==> config.mk <==
export PLATFORM = sky130hd
export DESIGN_NAME = leaf_stream_tx_flat
export DESIGN_NICKNAME = d
export VERILOG_FILES = /design/src/rtl/leaf_stream_tx_if.sv /design/src/rtl/leaf_stream_tx.sv /design/src/flat_wrapper.sv
export SDC_FILE = /design/constraint.sdc
export NUM_CORES = 1
export LEC_CHECK = 0
export CELL_PAD_IN_SITES_DETAIL_PLACEMENT = 1
export CELL_PAD_IN_SITES_GLOBAL_PLACEMENT = 2
export CORE_ASPECT_RATIO = 1.75
export CORE_MARGIN = 2
export CORE_UTILIZATION = 22
export DETAILED_ROUTE_END_ITERATION = 8
export PLACE_DENSITY_LB_ADDON = 0.05
export SLEW_MARGIN = 30
export SYNTH_ARGS = -nofsm -noshare
export SYNTH_HDL_FRONTEND = slang
export SYNTH_SLANG_ARGS = --single-unit
==> constraint.sdc <==
create_clock -name clk -period 5.7 [get_ports clk]
set_clock_uncertainty 0.2 [all_clocks]
set_input_delay 1.425 -clock clk [delete_from_list [all_inputs] [get_ports clk]]
set_output_delay 1.425 -clock clk [all_outputs]
set_load 0.005 [all_outputs]
==> src/rtl/leaf_stream_tx_if.sv <==
// Stream bundle between the leaf transmitter and its neighbours.
// Carries the user-side valid/ack stream and the BFT-side packet bus.
// The transmitter connects through the slave modport.
// The driving environment (user kernel plus BFT) connects through the master modport.
interface leaf_stream_tx_if #(
    parameter int PACKET_BITS  = 49,
    parameter int PAYLOAD_BITS = 32
);
    logic [PAYLOAD_BITS-1:0] din_user2tx;
    logic                    vld_user2tx;
    logic                    ack_tx2user;
    logic [PACKET_BITS-1:0]  dout_tx2bft;
    logic                    rdy_bft2tx;
    logic [PACKET_BITS-1:0]  din_bft2tx;

    modport master (
        output din_user2tx,
        output vld_user2tx,
        input  ack_tx2user,
        input  dout_tx2bft,
        output rdy_bft2tx,
        output din_bft2tx
    );

    modport slave (
        input  din_user2tx,
        input  vld_user2tx,
        output ack_tx2user,
        output dout_tx2bft,
        input  rdy_bft2tx,
        input  din_bft2tx
    );
endinterface

==> src/rtl/leaf_stream_tx.sv <==
// leaf_stream_tx: transmit end of the leaf packet protocol.
// Packs a user valid/ack stream into BFT packets that target a remote leaf input port.
// Flow control is credit based. Credits track free receiver BRAM slots and are refilled by freespace packets.
// Optional feature: define LEAF_TX_STALL_CNT_EN to add a saturating stall counter output (stall_cnt).
module leaf_stream_tx #(
    parameter int PACKET_BITS   = 49,
    parameter int PAYLOAD_BITS  = 32,
    parameter int NUM_LEAF_BITS = 4,
    parameter int NUM_PORT_BITS = 4,
    parameter int NUM_ADDR_BITS = 7
) (
    input  logic                     clk,
    input  logic                     reset,
    input  logic [NUM_LEAF_BITS-1:0] cfg_dest_leaf,
    input  logic [NUM_PORT_BITS-1:0] cfg_dest_port,
    leaf_stream_tx_if.slave          bus,
    output logic [NUM_ADDR_BITS:0]   credit_cnt,
    output logic                     credit_ovf
`ifdef LEAF_TX_STALL_CNT_EN
    ,
    output logic [15:0]              stall_cnt
`endif
);

    localparam logic [0:0] S_EMPTY = 1'b0;
    localparam logic [0:0] S_HOLD  = 1'b1;

    localparam int TYPE_BIT = PAYLOAD_BITS + NUM_ADDR_BITS;
    localparam logic [NUM_ADDR_BITS+1:0] MAX_CREDIT = (NUM_ADDR_BITS+2)'(1) << NUM_ADDR_BITS;

    logic [0:0]               state_q,  state_d;
    logic [PACKET_BITS-1:0]   dout_q,   dout_d;
    logic [NUM_ADDR_BITS-1:0] addr_q,   addr_d;
    logic [NUM_ADDR_BITS:0]   credit_q, credit_d;
    logic                     ovf_q,    ovf_d;

    logic                     ack;
    logic                     xfer;
    logic                     upd;
    logic [NUM_ADDR_BITS+1:0] upd_amt;
    logic [NUM_ADDR_BITS+1:0] credit_sum;

    // Only the valid bit, the type bit and the credit field of incoming packets matter.
    logic unused_bft_bits;
    assign unused_bft_bits = ^{bus.din_bft2tx[PACKET_BITS-2:TYPE_BIT+1],
                               bus.din_bft2tx[TYPE_BIT-1:NUM_ADDR_BITS+1]};

    // Clamp a credit sum to the receiver capacity.
    function automatic logic [NUM_ADDR_BITS:0] sat_credit(input logic [NUM_ADDR_BITS+1:0] sum);
        if (sum > MAX_CREDIT) begin
            return MAX_CREDIT[NUM_ADDR_BITS:0];
        end
        return sum[NUM_ADDR_BITS:0];
    endfunction

    // Accept user data when credit remains and the output register is free or being drained this cycle.
    always_comb begin
        ack  = !reset && (credit_q != '0) && ((state_q == S_EMPTY) || bus.rdy_bft2tx);
        xfer = bus.vld_user2tx && ack;
    end

    // Next-state logic for the output register, the address pointer and the credit counter.
    always_comb begin
        state_d = state_q;
        dout_d  = dout_q;
        addr_d  = addr_q;

        if (xfer) begin
            dout_d  = {1'b1, cfg_dest_leaf, cfg_dest_port, 1'b0, addr_q, bus.din_user2tx};
            state_d = S_HOLD;
            addr_d  = addr_q + 1'b1;
        end else if ((state_q == S_HOLD) && bus.rdy_bft2tx) begin
            dout_d  = '0;
            state_d = S_EMPTY;
        end

        upd        = bus.din_bft2tx[PACKET_BITS-1] && bus.din_bft2tx[TYPE_BIT];
        upd_amt    = upd ? {1'b0, bus.din_bft2tx[NUM_ADDR_BITS:0]} : '0;
        // xfer implies credit_q != 0, so the subtraction cannot underflow.
        credit_sum = {1'b0, credit_q} - {{(NUM_ADDR_BITS+1){1'b0}}, xfer} + upd_amt;
        credit_d   = sat_credit(credit_sum);
        ovf_d      = ovf_q || (credit_sum > MAX_CREDIT);
    end

    // Register update. Reset drops any held packet and restores full credit.
    always_ff @(posedge clk) begin
        if (reset) begin
            state_q  <= S_EMPTY;
            dout_q   <= '0;
            addr_q   <= '0;
            credit_q <= MAX_CREDIT[NUM_ADDR_BITS:0];
            ovf_q    <= 1'b0;
        end else begin
            state_q  <= state_d;
            dout_q   <= dout_d;
            addr_q   <= addr_d;
            credit_q <= credit_d;
            ovf_q    <= ovf_d;
        end
    end

    assign bus.ack_tx2user = ack;
    assign bus.dout_tx2bft = dout_q;
    assign credit_cnt      = credit_q;
    assign credit_ovf      = ovf_q;

`ifdef LEAF_TX_STALL_CNT_EN
    logic [15:0] stall_q, stall_d;

    // Count cycles where the user offers data but is refused, saturating at all-ones.
    always_comb begin
        stall_d = stall_q;
        if (bus.vld_user2tx && !ack && (stall_q != 16'hFFFF)) begin
            stall_d = stall_q + 16'd1;
        end
    end

    // Stall counter register.
    always_ff @(posedge clk) begin
        if (reset) begin
            stall_q <= '0;
        end else begin
            stall_q <= stall_d;
        end
    end

    assign stall_cnt = stall_q;
`endif

endmodule

==> src/flat_wrapper.sv <==
// flat-port wrapper written by rule: the top's interface ports become plain ports
module leaf_stream_tx_flat 
#(
    parameter int PACKET_BITS   = 49,
    parameter int PAYLOAD_BITS  = 32,
    parameter int NUM_LEAF_BITS = 4,
    parameter int NUM_PORT_BITS = 4,
    parameter int NUM_ADDR_BITS = 7
)
  (clk, reset, cfg_dest_leaf, cfg_dest_port, credit_cnt, credit_ovf, bus_din_user2tx, bus_vld_user2tx, bus_ack_tx2user, bus_dout_tx2bft, bus_rdy_bft2tx, bus_din_bft2tx);
  leaf_stream_tx_if #(.PACKET_BITS(PACKET_BITS), .PAYLOAD_BITS(PAYLOAD_BITS)) bus_i ();
  input  logic clk;
  input  logic reset;
  input  logic [NUM_LEAF_BITS-1:0] cfg_dest_leaf;
  input  logic [NUM_PORT_BITS-1:0] cfg_dest_port;
  output logic [NUM_ADDR_BITS:0] credit_cnt;
  output logic credit_ovf;
  input wire logic [$bits(bus_i.din_user2tx)-1:0] bus_din_user2tx;
  input wire logic [$bits(bus_i.vld_user2tx)-1:0] bus_vld_user2tx;
  output wire logic [$bits(bus_i.ack_tx2user)-1:0] bus_ack_tx2user;
  output wire logic [$bits(bus_i.dout_tx2bft)-1:0] bus_dout_tx2bft;
  input wire logic [$bits(bus_i.rdy_bft2tx)-1:0] bus_rdy_bft2tx;
  input wire logic [$bits(bus_i.din_bft2tx)-1:0] bus_din_bft2tx;
  assign bus_i.din_user2tx = bus_din_user2tx;
  assign bus_i.vld_user2tx = bus_vld_user2tx;
  assign bus_ack_tx2user = bus_i.ack_tx2user;
  assign bus_dout_tx2bft = bus_i.dout_tx2bft;
  assign bus_i.rdy_bft2tx = bus_rdy_bft2tx;
  assign bus_i.din_bft2tx = bus_din_bft2tx;
  leaf_stream_tx #(.PACKET_BITS(PACKET_BITS), .PAYLOAD_BITS(PAYLOAD_BITS), .NUM_LEAF_BITS(NUM_LEAF_BITS), .NUM_PORT_BITS(NUM_PORT_BITS), .NUM_ADDR_BITS(NUM_ADDR_BITS)) u_core (.clk(clk), .reset(reset), .cfg_dest_leaf(cfg_dest_leaf), .cfg_dest_port(cfg_dest_port), .bus(bus_i), .credit_cnt(credit_cnt), .credit_ovf(credit_ovf));
endmodule
==> results of run 1 <==
## cell usage after synthesis (all sizes together), types with 2 or more instances
master	n
nand3	4
or2	3
inv	27
nand2	9
clkbuf	12
and4	2
o21ai	3
a221oi	4
a2111o	2
a211oi	2
nor2	59
buf	11
xnor2	3
ha	17
a21oi	6
mux2i	2
nor4b	2
a2111oi	6
dfxtp	64
nor2b	5
nor3b	3
o21a	3
xor2	5
nand3b	3
a22oi	47
nand2b	2
nand4	3
nor4	2
## through the flow
step                      setup slack (ps)  utilization, %  total power [mW]
after global routing                   508            35.1              2.09
after detailed placement               394            32.6              1.36
after global placement                 387            32.6              1.34
after floorplan                       1130               -              1.04
final                                  838            35.1              1.94
after CTS                              738            35.1              1.99
## where the power goes
part | total [mW] | leakage [nW] | internal, mW | switching (mW)
registers | 0.533 | 0.521 | 0.499 | 0.0335
clock network | 0.615 | 0.155 | 0.396 | 0.219
logic | 0.793 | 1.08 | 0.372 | 0.421
## layer usage
metal,track usage [%],wire [um],share of wire (%)
met5,0,0,0
met4,4.55,132,1.3
met3,3.78,407,4.0
met2,30.5,6110,60
met1,14.6,3590,35
## cells in the final DEF, fill, tap and decap left out, types with 2 or more instances in the layout
master and n:
and4_1 2, or2_1 2, a221oi_1 4, nor4b_1 2, nor4_1 2, ha_1 17
nand4_1 3, clkbuf_16 9, o21ai_1 3, clkdlybuf4s50_1 110, xor2_1 5, nand3b_1 3
buf_4 10, clkinv_4 2, dfxtp_1 64, a211oi_1 2, a21oi_1 4, xnor2_1 3
nand2b_1 2, o21a_1 3, nand2_1 9, clkinvlp_4 2, a2111oi_1 3, bufinv_16 2
mux2i_1 2, a2111oi_0 2, inv_1 27, a22oi_1 47, a2111o_1 2, nand3_1 4
nor2_1 59, nor2b_1 5, nor3b_1 3
## worst max-delay path, delay by kind of cell
family / cells / cell delay, ps
adder cells (fa/ha/maj): 3 / 790
AND/OR/NAND/NOR: 2 / 250
XOR/XNOR: 1 / 160
AO/OA/AOI/OAI: 3 / 980
buffers and inverters: 6 / 1270
## cells by family after synthesis
family	after synthesis
mux	2
fa+ha+maj	18
buf+inv	51
xor+xnor	8
compound gates	82
flops	64
simple gates	102
other cells	1
## how the worst max path moves through the flow
stage | to | slack, ps | cells after the start
floorplan | u_core.credit_ovf$_SDFF_PP0_ | 1130 | 13
global placement | u_core.credit_cnt[3]$_SDFF_PP0_ | 390 | 15
detailed placement | u_core.credit_cnt[0]$_SDFF_PP0_ | 390 | 15
CTS | u_core.credit_cnt[0]$_SDFF_PP0_ | 740 | 15
global route | u_core.credit_cnt[3]$_SDFF_PP0_ | 510 | 15
finish | u_core.credit_cnt[0]$_SDFF_PP0_ | 840 | 15
## state kept, by name, summed over array words and instances, names as in the netlist
signal,cells
u_core.credit_ovf,1
u_core.addr_q,7
u_core.bus.dout_tx2bft,48
u_core.credit_cnt,8
## final cells by class
type                            count  share of cell area, %
Inverter                           28                   2.30
Tap cell                          171                   4.68
Clock inverter                      6                   2.03
Multi-Input combinational cell    213                   31.9
Sequential cell                    64                   28.0
Clock buffer                       10                   5.23
Timing Repair Buffer              121                   25.8
==> results.sh, run 1 <==
export IMPL_status="finished clean"
export IMPL_clk_path_buf_depth=2
export IMPL_synthXorXnorAreaFrac_pct=2.38
export IMPL_postCtsHoldBufs=0
export IMPL_rsz0062_at_grt="false"
export IMPL_finalNonFillerCells=613
export IMPL_syn_avg_cell_area_um2=8.96
export IMPL_slew_headroom_pct=41.0
export IMPL_finalSetupViolCount=0
export IMPL_cp_end_kind="register"
export IMPL_synthSimpleGateAreaFrac_pct=16.4
export IMPL_synthMuxAreaShare_pct=0.681
export IMPL_synth_nets=439
export IMPL_nets=548
export IMPL_post_cts_buffers=0
export IMPL_ant_nets=0
export IMPL_critical_path_class="in -> reg"
export IMPL_crit_slowest_cell="clkdlybuf4s50_1"
export IMPL_synth_top_family_by_area="compound AO/OA/AOI/OAI gates"
export IMPL_maxCapViolCount=0
export IMPL_insertion_delay_ps=330
export IMPL_die_height_um=157
export IMPL_timing_final_max_slew_violations=0
export IMPL_fin_crit_ps=4860
export IMPL_initial_core_util_pct=22.6
export IMPL_worstHoldEndpoint="u_core.bus.dout_tx2bft[14]$_SDFFE_PP0P_"
export IMPL_synth_fa_ha_area_share_pct=7.91
export IMPL_cts_buffers=9
export IMPL_rrSetupSlack_ps=1700
export IMPL_synthTopCellsByArea="dfxtp_1, a22oi_1, nor2_1"
export IMPL_dieArea_mm2=0.0143
export IMPL_yosysTopAreaCellShare_pct=43.6
export IMPL_ys_ff_latch=64
export IMPL_cts_num_sinks=64
export IMPL_post_route_period_util_pct=85.3
export IMPL_place_inst=597
export IMPL_dr_pass1_iters=4
export IMPL_io_buffers=111
export IMPL_grt_max_degree=70
export IMPL_hold_violations=0
export IMPL_r2r_start="u_core.credit_cnt[4]$_SDFF_PP0_"
export IMPL_routed_wl_um=10200
export IMPL_h_tree_depth=3
export IMPL_gp_congestion=0.756
export IMPL_coreArea_mm2=0.0130
export IMPL_r2r_end="u_core.credit_cnt[0]$_SDFF_PP0_"
export IMPL_ys_flop_type="dfxtp_1"
export IMPL_clkTransAtPathRegs_ps=60
export IMPL_worst_pin_slew_ps=863
export IMPL_crit_required_ps=5730
export IMPL_drc=0
export IMPL_yosysUniqueCellTypes=51
export IMPL_pwr_density_cell_mw_per_mm2=425
export IMPL_rr_worst_depth=14
export IMPL_cpPeakStageDelay_ps=540
export IMPL_cpMostUsedCell="buf_4"
export IMPL_crit_arrival_ps=4890
export IMPL_fill_cells=1496
export IMPL_netlist_instances=328
export IMPL_detailedRoute_firstIterationViolations=54
export IMPL_synth_area_mm2=0.00294
export IMPL_power_leakage_nw=1.75
export IMPL_setup_tns_ps=0
export IMPL_diodes=0
export IMPL_final_cell_area_mm2=0.00457
export IMPL_crit_start="bus_rdy_bft2tx"
export IMPL_grt_pass1_vias=3220
export IMPL_crit_chain="clkdlybuf4s50_1 > nor2b_1 > a2111oi_2 > buf_4 > ha_1 > inv_1 > ha_1 > inv_1 > fa_1 > xnor2_1 > a2111oi_0 > buf_4 > nand4_1 > buf_4 > a221oi_1"
export IMPL_dieWidth_um=91.4
export IMPL_hold_path_startpoint="u_core.bus.dout_tx2bft[14]$_SDFFE_PP0P_"
export IMPL_cp_start_kind="input pin"
export IMPL_place_hpwl_um=7450
export IMPL_yosysWarnings=0
export IMPL_synth_compound_area_share_pct=21.4
export IMPL_cts_resized=0
export IMPL_avgRoutedWirePerCell_um=16.7
export IMPL_grt_overflow_total=0
export IMPL_syn2layout_area_growth_pct=55.4
export IMPL_ir_drop_mv=0.152
export IMPL_cts_root_buf="clkbuf_16"
export IMPL_row_count=55
export IMPL_cts_tree="built"
export IMPL_layout_area_seq_mm2=0.00128
export IMPL_drive_gt1_share_pct=7.01
export IMPL_vias_per_cell=4.66
export IMPL_critPathMaxFanout=4
export IMPL_num_io_pins=152
export IMPL_dpl_instance_area_mm2=0.00424
export IMPL_multi_input_area_mm2=0.00146
export IMPL_antenna_found_initial=0
export IMPL_synthArstFlopShare_pct=0
export IMPL_synth_edf_count=0
export IMPL_timing_hold_ws_ps=293
export IMPL_synth_largest_area_cell="dfxtp_1"
export IMPL_num_vias=2854
export IMPL_fmax_mhz=206
export IMPL_gr_usage_all_layers_pct=15.1
export IMPL_min_path_type="reg -> reg"
export IMPL_hold_depth=2
export IMPL_ys_seq_area_share_pct=43.6
export IMPL_grt_pass1_wl_um=16800
No activity file was read; power rests on OpenSTA's default activity.
==> inputs of run 2 (changes only) <==
- clock period: 5.7 -> 5.36 ns (I/O delays scaled with it)
==> run 2 against run 1 <==
  * Combinational power rose by 12%
  * Largest cell class unchanged
  * Power rose by 8.3%
  * Count of clock-buffer cells in the layout is the same
  * Global-route usage shrank 0.55 points
  * Critical path depth unchanged
  * Cell area is 0.99% higher
  * Via count is 0.42% lower
==> results.sh, run 2 (same netlist as run 1, synthesis figures left out) <==
export IMPL_postCtsHoldBufs=0
export IMPL_gr_usage_all_layers_pct=14.5
export IMPL_r2r_start="u_core.credit_cnt[4]$_SDFF_PP0_"
export IMPL_cts_num_sinks=64
export IMPL_cpMostUsedCell="buf_4"
export IMPL_diodes=0
export IMPL_ant_nets=0
export IMPL_row_count=55
export IMPL_post_route_period_util_pct=89.6
export IMPL_grt_pass1_wl_um=16000
export IMPL_coreArea_mm2=0.0130
export IMPL_antenna_found_initial=0
export IMPL_nets=554
export IMPL_grt_pass1_vias=3011
export IMPL_drive_gt1_share_pct=8.26
export IMPL_power_leakage_nw=1.78
export IMPL_layout_area_seq_mm2=0.00128
export IMPL_status="finished clean"
export IMPL_crit_family="buffers and inverters"
export IMPL_layout_common_cells="clkdlybuf4s50_1, dfxtp_1, nor2_1"
export IMPL_grt_max_degree=70
export IMPL_r2r_end="u_core.credit_cnt[2]$_SDFF_PP0_"
export IMPL_dieWidth_um=91.4
export IMPL_multi_input_area_mm2=0.00146
export IMPL_switchingPower_mw=0.724
export IMPL_fin_crit_ps=4800
export IMPL_grt_overflow_total=0
export IMPL_avgRoutedWirePerCell_um=16.4
export IMPL_h_tree_depth=3
export IMPL_io_buffers=111
export IMPL_rsz0062_at_grt="false"
export IMPL_pwr_density_cell_mw_per_mm2=455
export IMPL_timing_final_max_slew_violations=0
export IMPL_dr_pass1_iters=4
export IMPL_place_ws_ps=167
export IMPL_num_io_pins=152
export IMPL_finalSetupViolCount=0
export IMPL_drc=0
export IMPL_vias_per_cell=4.59
export IMPL_num_vias=2842
export IMPL_hold_path_startpoint="u_core.bus.dout_tx2bft[14]$_SDFFE_PP0P_"
export IMPL_clkPwrFrac_pct=30.9
export IMPL_cp_start_kind="input pin"
export IMPL_maxCapViolCount=0
export IMPL_fill_cells=1492
export IMPL_setup_tns_ps=0
export IMPL_cts_buffers=9
export IMPL_largest_reg_flops=48
export IMPL_clk_path_buf_depth=2
export IMPL_place_hpwl_um=7420
export IMPL_initial_core_util_pct=22.6
export IMPL_hold_depth=2
export IMPL_clkTransAtPathRegs_ps=60
export IMPL_gp_congestion=0.755
export IMPL_final_cell_area_mm2=0.00461
export IMPL_rr_worst_depth=14
export IMPL_cts_tree="built"
export IMPL_dpl_instance_area_mm2=0.00428
export IMPL_critPathMaxFanout=4
export IMPL_post_cts_buffers=0
export IMPL_syn2layout_area_growth_pct=56.9
export IMPL_die_height_um=157
export IMPL_worstHoldEndpoint="u_core.bus.dout_tx2bft[14]$_SDFFE_PP0P_"
export IMPL_pwr_share_seq_pct=27.0
export IMPL_worst_pin_slew_ps=757
export IMPL_rrSetupSlack_ps=1330
export IMPL_timing_hold_ws_ps=294
export IMPL_detailedRoute_firstIterationViolations=91
export IMPL_cp_end_kind="register"
export IMPL_fmax_mhz=208
export IMPL_cpPeakStageDelay_ps=510
export IMPL_final_util_pct=35.5
export IMPL_path_buf_inv=6
export IMPL_dieArea_mm2=0.0143
export IMPL_critical_path_class="in -> reg"
export IMPL_cts_root_buf="clkbuf_16"
export IMPL_insertion_delay_ps=330
export IMPL_slew_headroom_pct=48.3
export IMPL_hold_violations=0
export IMPL_routed_wl_um=10200
export IMPL_ir_drop_mv=0.160
export IMPL_crit_chain="clkdlybuf4s50_1 > nor2b_1 > a2111oi_2 > buf_4 > ha_1 > inv_1 > ha_1 > inv_1 > fa_1 > xnor2_1 > a2111oi_0 > buf_4 > nand4_1 > buf_4 > a221oi_1"
export IMPL_crit_required_ps=5380
export IMPL_swShare_pct=34.5
export IMPL_power_internal_mw=1.38
export IMPL_final_common_cell="clkdlybuf4s50_1"
export IMPL_cts_resized=0
export IMPL_crit_slowest_cell="clkdlybuf4s50_1"
export IMPL_crit_arrival_ps=4830
export IMPL_layout_setup_ws_ps=556
export IMPL_min_path_type="reg -> reg"
export IMPL_p_comb_share_pct=42.1
[run 2: final cells by class]
cell class	count	share of cell area, %
well taps	171	4.64
clock buffers	10	5.18
clock inverters	6	2.01
repair buffers	127	26.6
multi-input cells	213	31.6
flip-flops and latches	64	27.8
inverters	28	2.28
[run 2: metrics by stage]
step	instances	power, mW
after floorplan	328	1.10
after global placement	603	1.47
after detailed placement	603	1.48
after CTS	619	2.15
after global routing	619	2.25
final	619	2.10
[run 2: worst max path at each step]
stage                          startpoint                              end  slack (ps)  depth (start not counted)
after floorplan           bus_vld_user2tx     u_core.credit_ovf$_SDFF_PP0_         880                         13
after global placement    bus_vld_user2tx  u_core.credit_cnt[2]$_SDFF_PP0_         220                         15
after detailed placement   bus_rdy_bft2tx  u_core.credit_cnt[2]$_SDFF_PP0_         170                         15
after CTS                  bus_rdy_bft2tx  u_core.credit_cnt[2]$_SDFF_PP0_         520                         15
after global routing      bus_vld_user2tx  u_core.credit_cnt[2]$_SDFF_PP0_         280                         15
final                      bus_rdy_bft2tx  u_core.credit_cnt[2]$_SDFF_PP0_         560                         15
[run 2: routing by layer]
layer / part of all wire (%) / up-vias / track usage, %
met5: 0 / - / 0
met1: 37 / 1389 / 14.9
met3: 3.3 / 8 / 2.73
met4: 1.5 / 0 / 5.63
met2: 58 / 56 / 28.4
li1: - / 1389 / -
[run 2: tightest hold or removal path, stage by stage (launching register included)]
cell and delay, ps:
dfxtp_1 320, a22oi_1 60, nor2_1 70
[run 2: power groups by stage]
| stage | sequential [mW] | clock (mW) | combinational (mW) |
|---|---|---|---|
| floorplan | 0.574 | 0 | 0.528 |
| global placement | 0.578 | 0 | 0.888 |
| detailed placement | 0.579 | 0 | 0.900 |
| CTS | 0.569 | 0.677 | 0.905 |
| global route | 0.575 | 0.695 | 0.983 |
| finish | 0.567 | 0.650 | 0.885 |
==> inputs of run 3 (changes only) <==
- CAP_MARGIN: default -> 20
==> results of run 3 <==
The final DEF is identical to that of run 2; final timing and power are the same.
